`src/rtl/icache_pkg.sv`:
```
// Shared constants, field-position helpers and FSM state encoding for the
// instruction cache and its refill controller.
package icache_pkg;

  localparam int OFFSET_WIDTH = 2;
  localparam int LINE_WIDTH   = 6;
  localparam int WORD_LSB     = 2;

  typedef enum logic [2:0] {
    ST_IDLE      = 3'd0,
    ST_LOOKUP    = 3'd1,
    ST_MISS_REQ  = 3'd2,
    ST_MISS_DATA = 3'd3,
    ST_FILL      = 3'd4,
    ST_REPLAY    = 3'd5
  } state_e;

  // Lowest address bit of the line index field.
  function automatic int line_lsb(input int offset_width);
    return offset_width + WORD_LSB;
  endfunction

  // Lowest address bit of the tag field.
  function automatic int tag_lsb(input int offset_width, input int line_width);
    return offset_width + line_width + WORD_LSB;
  endfunction

endpackage

```
`src/rtl/icache_mem_if.sv`:
```
// Block-read request / word-response channel between the refill controller
// (master) and the memory side (slave).
interface icache_mem_if;
  logic        req_valid;
  logic        req_ready;
  logic [31:0] req_addr;
  logic        resp_valid;
  logic [31:0] resp_data;

  modport master (output req_valid, req_addr, input req_ready, resp_valid, resp_data);
  modport slave  (input req_valid, req_addr, output req_ready, resp_valid, resp_data);
endinterface

```
`src/rtl/icache_block_assembler.sv`:
```
// Collects response beats into a full cache block; done pulses with the last beat.
module icache_block_assembler
  import icache_pkg::*;
#(
  parameter int offset_width = OFFSET_WIDTH,
  localparam int block_size = 1 << offset_width
) (
  input  logic                      clock_i,
  input  logic                      reset_i,
  input  logic                      clear_i,
  input  logic                      beat_valid_i,
  input  logic [31:0]               beat_data_i,
  output logic [32*block_size-1:0]  block_o,
  output logic                      done_o
);

  logic [offset_width-1:0]  beat_q, beat_d;
  logic [32*block_size-1:0] block_q, block_d;

  always_comb begin
    beat_d  = beat_q;
    block_d = block_q;
    if (clear_i) begin
      beat_d = '0;
    end else if (beat_valid_i) begin
      block_d[32*beat_q +: 32] = beat_data_i;
      beat_d = beat_q + 1'b1;   // wraps to 0 after the last word
    end
  end

  always_ff @(posedge clock_i or negedge reset_i) begin
    if (!reset_i) begin
      beat_q  <= '0;
      block_q <= '0;
    end else begin
      beat_q  <= beat_d;
      block_q <= block_d;
    end
  end

  assign block_o = block_q;
  assign done_o  = beat_valid_i && !clear_i && (beat_q == offset_width'(block_size - 1));

endmodule

```
`src/rtl/icache_refill_ctrl.sv`:
```
// I-cache miss handler: registered tag compare, block refill over the memory
// channel, single-cycle array fill, lookup replay and fence.i invalidation.
module icache_refill_ctrl
  import icache_pkg::*;
#(
  parameter int offset_width = OFFSET_WIDTH,
  parameter int line_width   = LINE_WIDTH,
  localparam int tag_width   = 32 - tag_lsb(offset_width, line_width),
  localparam int block_size  = 1 << offset_width
) (
  input  logic                      clock_i,
  input  logic                      reset_i,
  input  logic                      fetch_valid_i,
  input  logic [31:0]               fetch_address_i,
  input  logic                      fence_i_i,
  output logic                      stall_o,
  output logic                      fetch_hit_o,
  output logic [31:0]               array_address_o,
  input  logic [tag_width-1:0]      array_tag_i,
  input  logic                      array_tag_valid_i,
  output logic                      write_in_o,
  output logic [line_width-1:0]     write_line_index_o,
  output logic [tag_width-1:0]      write_tag_o,
  output logic [32*block_size-1:0]  write_block_o,
  output logic                      invalidate_all_o,
  icache_mem_if.master              mem
);

  localparam int LINE_LO = line_lsb(offset_width);
  localparam int TAG_LO  = tag_lsb(offset_width, line_width);

  state_e      state_q, state_d;
  logic [31:0] addr_q, addr_d;
  logic        fence_pending_q, fence_pending_d;
  logic        inv_q, inv_d;
  logic        hit, req_fire, beat_valid, block_done;
  logic [32*block_size-1:0] block;

  assign hit        = array_tag_valid_i && (array_tag_i == addr_q[31:TAG_LO]);
  assign req_fire   = (state_q == ST_MISS_REQ) && mem.req_ready;
  assign beat_valid = (state_q == ST_MISS_DATA) && mem.resp_valid;

  icache_block_assembler #(.offset_width(offset_width)) u_asm (
    .clock_i      (clock_i),
    .reset_i      (reset_i),
    .clear_i      (req_fire),
    .beat_valid_i (beat_valid),
    .beat_data_i  (mem.resp_data),
    .block_o      (block),
    .done_o       (block_done)
  );

  always_ff @(posedge clock_i or negedge reset_i) begin
    if (!reset_i) begin
      state_q         <= ST_IDLE;
      addr_q          <= '0;
      fence_pending_q <= 1'b0;
      inv_q           <= 1'b0;
    end else begin
      state_q         <= state_d;
      addr_q          <= addr_d;
      fence_pending_q <= fence_pending_d;
      inv_q           <= inv_d;
    end
  end

  always_comb begin
    state_d         = state_q;
    addr_d          = addr_q;
    inv_d           = 1'b0;
    fence_pending_d = fence_pending_q;
    case (state_q)
      ST_IDLE: begin
        if (fetch_valid_i) begin
          addr_d  = fetch_address_i;
          state_d = ST_LOOKUP;
        end
      end
      ST_LOOKUP: begin
        if (!hit)               state_d = ST_MISS_REQ;
        else if (fetch_valid_i) addr_d  = fetch_address_i;
        else                    state_d = ST_IDLE;
      end
      ST_MISS_REQ:  if (mem.req_ready) state_d = ST_MISS_DATA;
      ST_MISS_DATA: if (block_done)    state_d = ST_FILL;
      ST_FILL:      state_d = ST_REPLAY;
      ST_REPLAY:    state_d = ST_LOOKUP;
      default:      state_d = ST_IDLE;
    endcase
    // A fence during a refill is deferred so the fill lands before the wipe.
    if (state_q == ST_IDLE || state_q == ST_LOOKUP || state_q == ST_REPLAY)
      inv_d = fence_i_i;
    else if (fence_i_i)
      fence_pending_d = 1'b1;
    if (state_q == ST_REPLAY)
      fence_pending_d = 1'b0;
  end

  always_comb begin
    stall_o            = 1'b1;
    fetch_hit_o        = 1'b0;
    array_address_o    = addr_q;
    write_in_o         = 1'b0;
    write_line_index_o = '0;
    write_tag_o        = '0;
    mem.req_valid      = 1'b0;
    invalidate_all_o   = inv_q;
    case (state_q)
      ST_IDLE: begin
        stall_o         = 1'b0;
        array_address_o = fetch_address_i;
      end
      ST_LOOKUP: begin
        stall_o         = !hit;
        fetch_hit_o     = hit;
        array_address_o = fetch_address_i;
      end
      ST_MISS_REQ: mem.req_valid = 1'b1;
      ST_FILL: begin
        write_in_o         = 1'b1;
        write_line_index_o = addr_q[LINE_LO +: line_width];
        write_tag_o        = addr_q[31:TAG_LO];
      end
      ST_REPLAY: invalidate_all_o = inv_q | fence_pending_q;
      default: ;
    endcase
    if (!reset_i) begin
      stall_o          = 1'b0;
      fetch_hit_o      = 1'b0;
      array_address_o  = '0;
      write_in_o       = 1'b0;
      mem.req_valid    = 1'b0;
      invalidate_all_o = 1'b1;
    end
  end

  assign mem.req_addr  = {addr_q[31:LINE_LO], {LINE_LO{1'b0}}};
  assign write_block_o = block;

endmodule

```
`src/flat_wrapper.sv`:
```
// flat-port wrapper written by rule: the top's interface ports become plain ports
module icache_refill_ctrl_flat import icache_pkg::*;
#(
  parameter int offset_width = OFFSET_WIDTH,
  parameter int line_width   = LINE_WIDTH,
  localparam int tag_width   = 32 - tag_lsb(offset_width, line_width),
  localparam int block_size  = 1 << offset_width
)
  (clock_i, reset_i, fetch_valid_i, fetch_address_i, fence_i_i, stall_o, fetch_hit_o, array_address_o, array_tag_i, array_tag_valid_i, write_in_o, write_line_index_o, write_tag_o, write_block_o, invalidate_all_o, mem_req_valid, mem_req_addr, mem_req_ready, mem_resp_valid, mem_resp_data);
  icache_mem_if mem_i ();
  input  logic clock_i;
  input  logic reset_i;
  input  logic fetch_valid_i;
  input  logic [31:0] fetch_address_i;
  input  logic fence_i_i;
  output logic stall_o;
  output logic fetch_hit_o;
  output logic [31:0] array_address_o;
  input  logic [tag_width-1:0] array_tag_i;
  input  logic array_tag_valid_i;
  output logic write_in_o;
  output logic [line_width-1:0] write_line_index_o;
  output logic [tag_width-1:0] write_tag_o;
  output logic [32*block_size-1:0] write_block_o;
  output logic invalidate_all_o;
  output wire logic [$bits(mem_i.req_valid)-1:0] mem_req_valid;
  output wire logic [$bits(mem_i.req_addr)-1:0] mem_req_addr;
  input wire logic [$bits(mem_i.req_ready)-1:0] mem_req_ready;
  input wire logic [$bits(mem_i.resp_valid)-1:0] mem_resp_valid;
  input wire logic [$bits(mem_i.resp_data)-1:0] mem_resp_data;
  assign mem_req_valid = mem_i.req_valid;
  assign mem_req_addr = mem_i.req_addr;
  assign mem_i.req_ready = mem_req_ready;
  assign mem_i.resp_valid = mem_resp_valid;
  assign mem_i.resp_data = mem_resp_data;
  icache_refill_ctrl #(.offset_width(offset_width), .line_width(line_width)) u_core (.clock_i(clock_i), .reset_i(reset_i), .fetch_valid_i(fetch_valid_i), .fetch_address_i(fetch_address_i), .fence_i_i(fence_i_i), .stall_o(stall_o), .fetch_hit_o(fetch_hit_o), .array_address_o(array_address_o), .array_tag_i(array_tag_i), .array_tag_valid_i(array_tag_valid_i), .write_in_o(write_in_o), .write_line_index_o(write_line_index_o), .write_tag_o(write_tag_o), .write_block_o(write_block_o), .invalidate_all_o(invalidate_all_o), .mem(mem_i));
endmodule
```
`config.mk`:
```
export PLATFORM = sky130hd
export DESIGN_NAME = icache_refill_ctrl_flat
export DESIGN_NICKNAME = d
export VERILOG_FILES = /design/src/rtl/icache_pkg.sv /design/src/rtl/icache_mem_if.sv /design/src/rtl/icache_block_assembler.sv /design/src/rtl/icache_refill_ctrl.sv /design/src/flat_wrapper.sv
export SDC_FILE = /design/constraint.sdc
export NUM_CORES = 1
export LEC_CHECK = 0
export BUFFER_PORTS_ARGS = -buffer_cell sky130_fd_sc_hd__buf_2
export CORE_UTILIZATION = 30
export CTS_CLUSTER_SIZE = 14
export DETAILED_ROUTE_END_ITERATION = 16
export GPL_ROUTABILITY_DRIVEN = 0
export PLACE_DENSITY = 0.55
export SYNTH_ARGS = -nofsm -noshare
export SYNTH_HDL_FRONTEND = slang
export SYNTH_HIERARCHICAL = 1
export SYNTH_SLANG_ARGS = --single-unit
export TNS_END_PERCENT = 20
```
`constraint.sdc`:
```
create_clock -name clock_i -period 3.4 [get_ports clock_i]
set_input_delay 0.85 -clock clock_i [delete_from_list [all_inputs] [get_ports clock_i]]
set_output_delay 0.85 -clock clock_i [all_outputs]
set_load 0.005 [all_outputs]
```
======== Word level (Yosys, flattened, before mapping) ========
Cells that the tools add are included.
cells by class
  eq/ne operators ......................... 13
  multiplexer cells ....................... 30
  bitwise operators ....................... 2
  reductions and logical operators ........ 18
  shift-type cells ........................ 2
  $add $sub $neg .......................... 2
operators with widths
  operator                   number
  $bwmux 128                 1
  $mux 32                    4
  $shift 32x34->128 const A  1
  $shiftx 32x34->128         1
  $pmux 32 s2                1
  $neg 7->34                 1
  $eq 22x22->1               1
  $mux 22                    1
  $pmux 3 s6                 1
  $mux 3                     5
  $mux 1                     13
  $eq 3x2->1 const B         2
  $eq 3x3->1 const B         2
  $mux 6                     1
  $ne 2x1->1 const B         3
  $reduce_and 2->1           3
  $reduce_bool 2->1          3
  $logic_and 1x1->1          5
  $mux 2                     2
  $ne 2x2->1 const B         2
  $reduce_and 4->1           1
  $eq 3x1->1 const B         1
  $logic_not 3->1            1
  $ne 3x3->1 const B         1
  8 further kinds            10
storage, ports and cells
  word-level logic and storage cells ...... 73
  bits of input ports ..................... 93
  output and inout bits ................... 225
  flip-flop bits (word level) ............. 167

======== Depth between registers and ports, before layout ========
  word-level depth ........................ 7
  depth in mapped cells ................... 10
  mapped depth without buffers ............ 7

======== Hierarchy ========
The synthesis kept the hierarchy.
modules (own cells, without submodules)
  module                  area an instance (um2)  times used  cells an instance  sequential area each (um2)
  icache_block_assembler  6498.7                  1           496                3253.1
  icache_refill_ctrl      3548.4                  1           454                925.9

======== Least setup slack after synthesis ========
OpenSTA, ideal clock, no wires.
  path kind ............................... input-to-output
  start ................................... input array_tag_i[18]
  end ..................................... output fetch_hit_o
  arrival time ............................ 2.136 ns
  required time ........................... 2.550 ns
  path slack .............................. 0.414 ns
  cell stages on the path ................. 5
  path buffers ............................ 0
  cell sequence ........................... xnor2_1 > nand4_1 > or3_2 > nor3_4 > and4_1
on the way
  longest elaborated chain between the ends .. 4
RTL lines
  item               line                       source
  from (decl)        flat_wrapper.sv:19         input logic [tag_width-1:0] array_tag_i;
  $eq 22x22->1       icache_refill_ctrl.sv:39   assign hit = array_tag_valid_i && (array_tag_i == addr_q[31:TAG_LO]);
  $logic_and 1x1->1  icache_refill_ctrl.sv:39
  $mux 1             icache_refill_ctrl.sv:108  case (state_q)
  $mux 1             icache_refill_ctrl.sv:127  if (!reset_i) begin
  to (decl)          flat_wrapper.sv:17         output logic fetch_hit_o;
No other way between the ends.

======== Worst setup path after layout ========
  start ................................... input array_tag_i[3]
  end ..................................... output fetch_hit_o
Same word-level chain as after synthesis.

==> key figures <==
Outcome
  – Status: finished clean

Setup path
  – Worst endpoint required time: ~2600 ps
  – Startpoint types: input pin
  – Reg2reg setup slack: ~850 ps
  – R2R depth: 4
  – Crit-path cells: buf_2, xnor2_2, buf_4, nand4_1, or3_4, nor3_4, and4_1, buf_2
  – Crit-path slowest cell: or3_4
  – Critical Path Max Stage Delay: ~390 ps
  – R2r startpoint: u_core/state_q[1]$_DFFE_PN0P_
  – WP data arrival: around 2400 ps
  – Worst-path fanout max: 3
  – Reg-to-Reg End: u_core/u_asm/block_o[7]$_DFFE_PN0P_
  – Critical path's most frequent cell: buf_2
  – Critical Path Sink Type: output pin
  – Critical path class: in -> out

Synth
  – Post-synth EDFFs: 0
  – Unique masters post-synth: 55
  – Asr flop ratio synth: 100%
  – Synth top area cells: dfrtp_1 (42%), mux2_1 (8.7%), nor4bb_1 (6.2%)
  – Part of the Yosys area used for sequential elements: about two fifths
  – Post-Syn Area: between 0.01 and 0.015 mm2
  – Synth Flop Type: dfrtp_1
  – Syn avg cell area: 10.6 um2
  – Yosys warns: 6
  – Cells after Synth: 950
  – Biggest area consumer among synthesized cells: dfrtp_1
  – Number of synthesized register bits: around 170
  – Share of the synthesized area in the top cell type: 41.6%

Power and ir drop
  – Net Sw Power: ~4.1 mW
  – Max VDD drop: between 0.6 and 0.7 mV
  – P_int: between 5 and 6 mW
  – Sw frac: between 40% and 50%
  – Reg power frac: approximately a third
  – Tot Pwr: 9.59 mW
  – Power Density: about 800 mW/mm2
  – Combinational share of power: a little under half
  – Clock power share: about a fifth
  – Leakage: between 6 and 7 nW

Floorplan
  – Die area: roughly 0.034 mm2
  – Die W: 185 um
  – Die Y: about 190 um
  – Core Area: 0.0328 mm2
  – # rows: between 60 and 70
  – IO Pins: 318
  – Initial core utilization: a little under a third

STA
  – Worst slew pin tran: between 1000 and 1500 ps
  – Period utilization: between 90% and 100%
  – Slew headroom: around 28%
  – Max-slew violations: 0
  – Final hold slack: 322 ps
  – Final count of hold timing violations: 0
  – Unrepaired setup endpoints after global routing: no
  – Final Worst Setup Slack: around 150 ps
  – Setup violators final: 0
  – FMAX: a little over 300 MHz
  – Clock Skew: ~20 ps
  – Final min period: ~3300 ps
  – Setup TNS: 0 ps

Routing
  – Total wire length: ~31000 um
  – DRC violations left: 0
  – Routed vias: a little over 8000
  – Pre-antenna DRT Iters: 5
  – Routed Antenna Nets: 0
  – WL/cell: approximately 19 um
  – Initial drt markers: roughly 380
  – Routed vias/inst: between 4 and 5

Global route
  – Number of global-route vias before repair: around 8000
  – First-pass GRT wire length: ~48000 um
  – Total GRT Usage: 18.0%
  – Initial antenna violation count: 2
  – Largest net degree at the start of global routing: 90
  – Remaining global-route overflow: 0

Place
  – Detailed placement HPWL: about 21000 um
  – Post-Place Setup Slack: -91.5 ps
  – I/O Buffers: roughly 310
  – Post-Place Cells: 1610
  – DP Area: between 0.01 and 0.015 mm2

Clock tree
  – Clk buf depth: 2
  – Clock Tree Root: clkbuf_16
  – CTS H-tree depth: 4
  – CTS Buf Count: 17
  – Hold Buf Count CTS: 0
  – CTS tree: done
  – Clock sinks: around 170
  – Clk slew on worst S/H paths: approximately 70 ps
  – Worst-skew pair later-pin latency: approximately 440 ps

Cells and area
  – Most frequent cells in the layout: buf_2 (312), dfrtp_1 (164), nand2_1 (137), mux2_1 (78), inv_1 (68)
  – Post-Layout Inst Area: ~0.012 mm2
  – Final std cells w/o fill: roughly 1600
  – Fin util: 37.7%
  – Antenna Cells: 0
  – Layout area overhead: 22.9%
  – Share of layout cells above drive strength 1: around two fifths
  – Most common cell after layout, fill and taps aside: buf_2
  – Nets@finish: 1288

Hold path
  – Hold crit path type: in -> async

Run
  – Maxcap violations: 0
-- state kept, by name, indices dropped and copies added, names as in the netlist --
name,flops
u_core/inv_q,1
u_core/u_asm/beat_q,2
u_core/u_asm/block_o,128
u_core/fence_pending_q,1
u_core/addr_q,32
u_core/state_q,3
-- worst max-delay path, delay by kind of cell --
family                    cells  cell delay, ps
and+or+nand+nor               4             970
buffers and inverters         3             390
xor gates and xnor gates      1             180
-- cell usage after synthesis, drive strengths merged (2+ instances only) --
| library cell | count |
|---|---|
| dlygate4sd3 | 3 |
| and4b | 31 |
| o21ai | 3 |
| nor4 | 3 |
| nor3 | 33 |
| clkbuf | 57 |
| ha | 5 |
| and3b | 4 |
| nand4 | 2 |
| mux2 | 94 |
| inv | 69 |
| o221ai | 32 |
| nor2 | 3 |
| nor3b | 3 |
| nand2 | 138 |
| mux2i | 2 |
| nor2b | 4 |
| and2 | 29 |
| xnor2 | 11 |
| dfrtp | 167 |
| a21boi | 32 |
| a21oi | 32 |
| nor4bb | 62 |
| o32ai | 34 |
| xor2 | 12 |
| or3 | 2 |
| nand2b | 3 |
| buf | 65 |
-- how the worst max path moves through the flow --
stage | start | end | slack, ps | depth (start not counted)
5_1_grt | u_core/addr_q[10]$_DFFE_PN0P_ | fetch_hit_o | 70 | 6
4_1_cts | array_tag_i[2] | fetch_hit_o | 20 | 7
6_report | array_tag_i[3] | fetch_hit_o | 150 | 8
3_5_place_dp | array_tag_i[3] | fetch_hit_o | -90 | 8
2_1_floorplan | array_tag_i[18] | fetch_hit_o | 410 | 5
3_3_place_gp | array_tag_i[3] | fetch_hit_o | -70 | 8
-- layout make-up --
type | instances | area (um2)
clock inverter | 15 | 176
fill | 3333 | 20400
multi-input combinational | 590 | 4880
timing repair buffer | 345 | 1870
sequential | 167 | 4180
inverter | 69 | 259
clock buffer | 17 | 425
tap | 442 | 553
-- what timing repair did --
action                                  CTS  global route
gates resized for setup                   1             3
buffers inserted                          0             3
endpoints found under the setup margin    1             1
pin swaps                                 1             2
-- layer usage --
layer	share of wire, %	global-route usage [%]
met4	1.9	5.16
met3	7.1	5.66
met1	44	22.8
met5	0.071	0
met2	47	29.5
-- power groups by stage --
stage	Combinational [mW]	Sequential, mW	Clock, mW
after floorplan	2.88	3.14	0
after CTS	4.50	3.14	2.06
after detailed placement	4.49	3.16	0
final	4.47	3.13	1.99
after global routing	4.92	3.23	2.13
after global placement	4.44	3.14	0
-- cell families after synthesis --
group                    count (synthesis)  share of synthesized area [%]
multiplexers                            96                           10.7
XOR/XNOR                                23                           2.00
adder cells (fa/ha/maj)                  5                          0.623
flip-flops                             167                           41.6
other                                    1                         0.0373
AND/OR/NAND/NOR                        326                           20.5
AO/OA/AOI/OAI                          136                           14.3
buffers and inverters                  196                           10.3
Power figures use the tool's default switching activity.
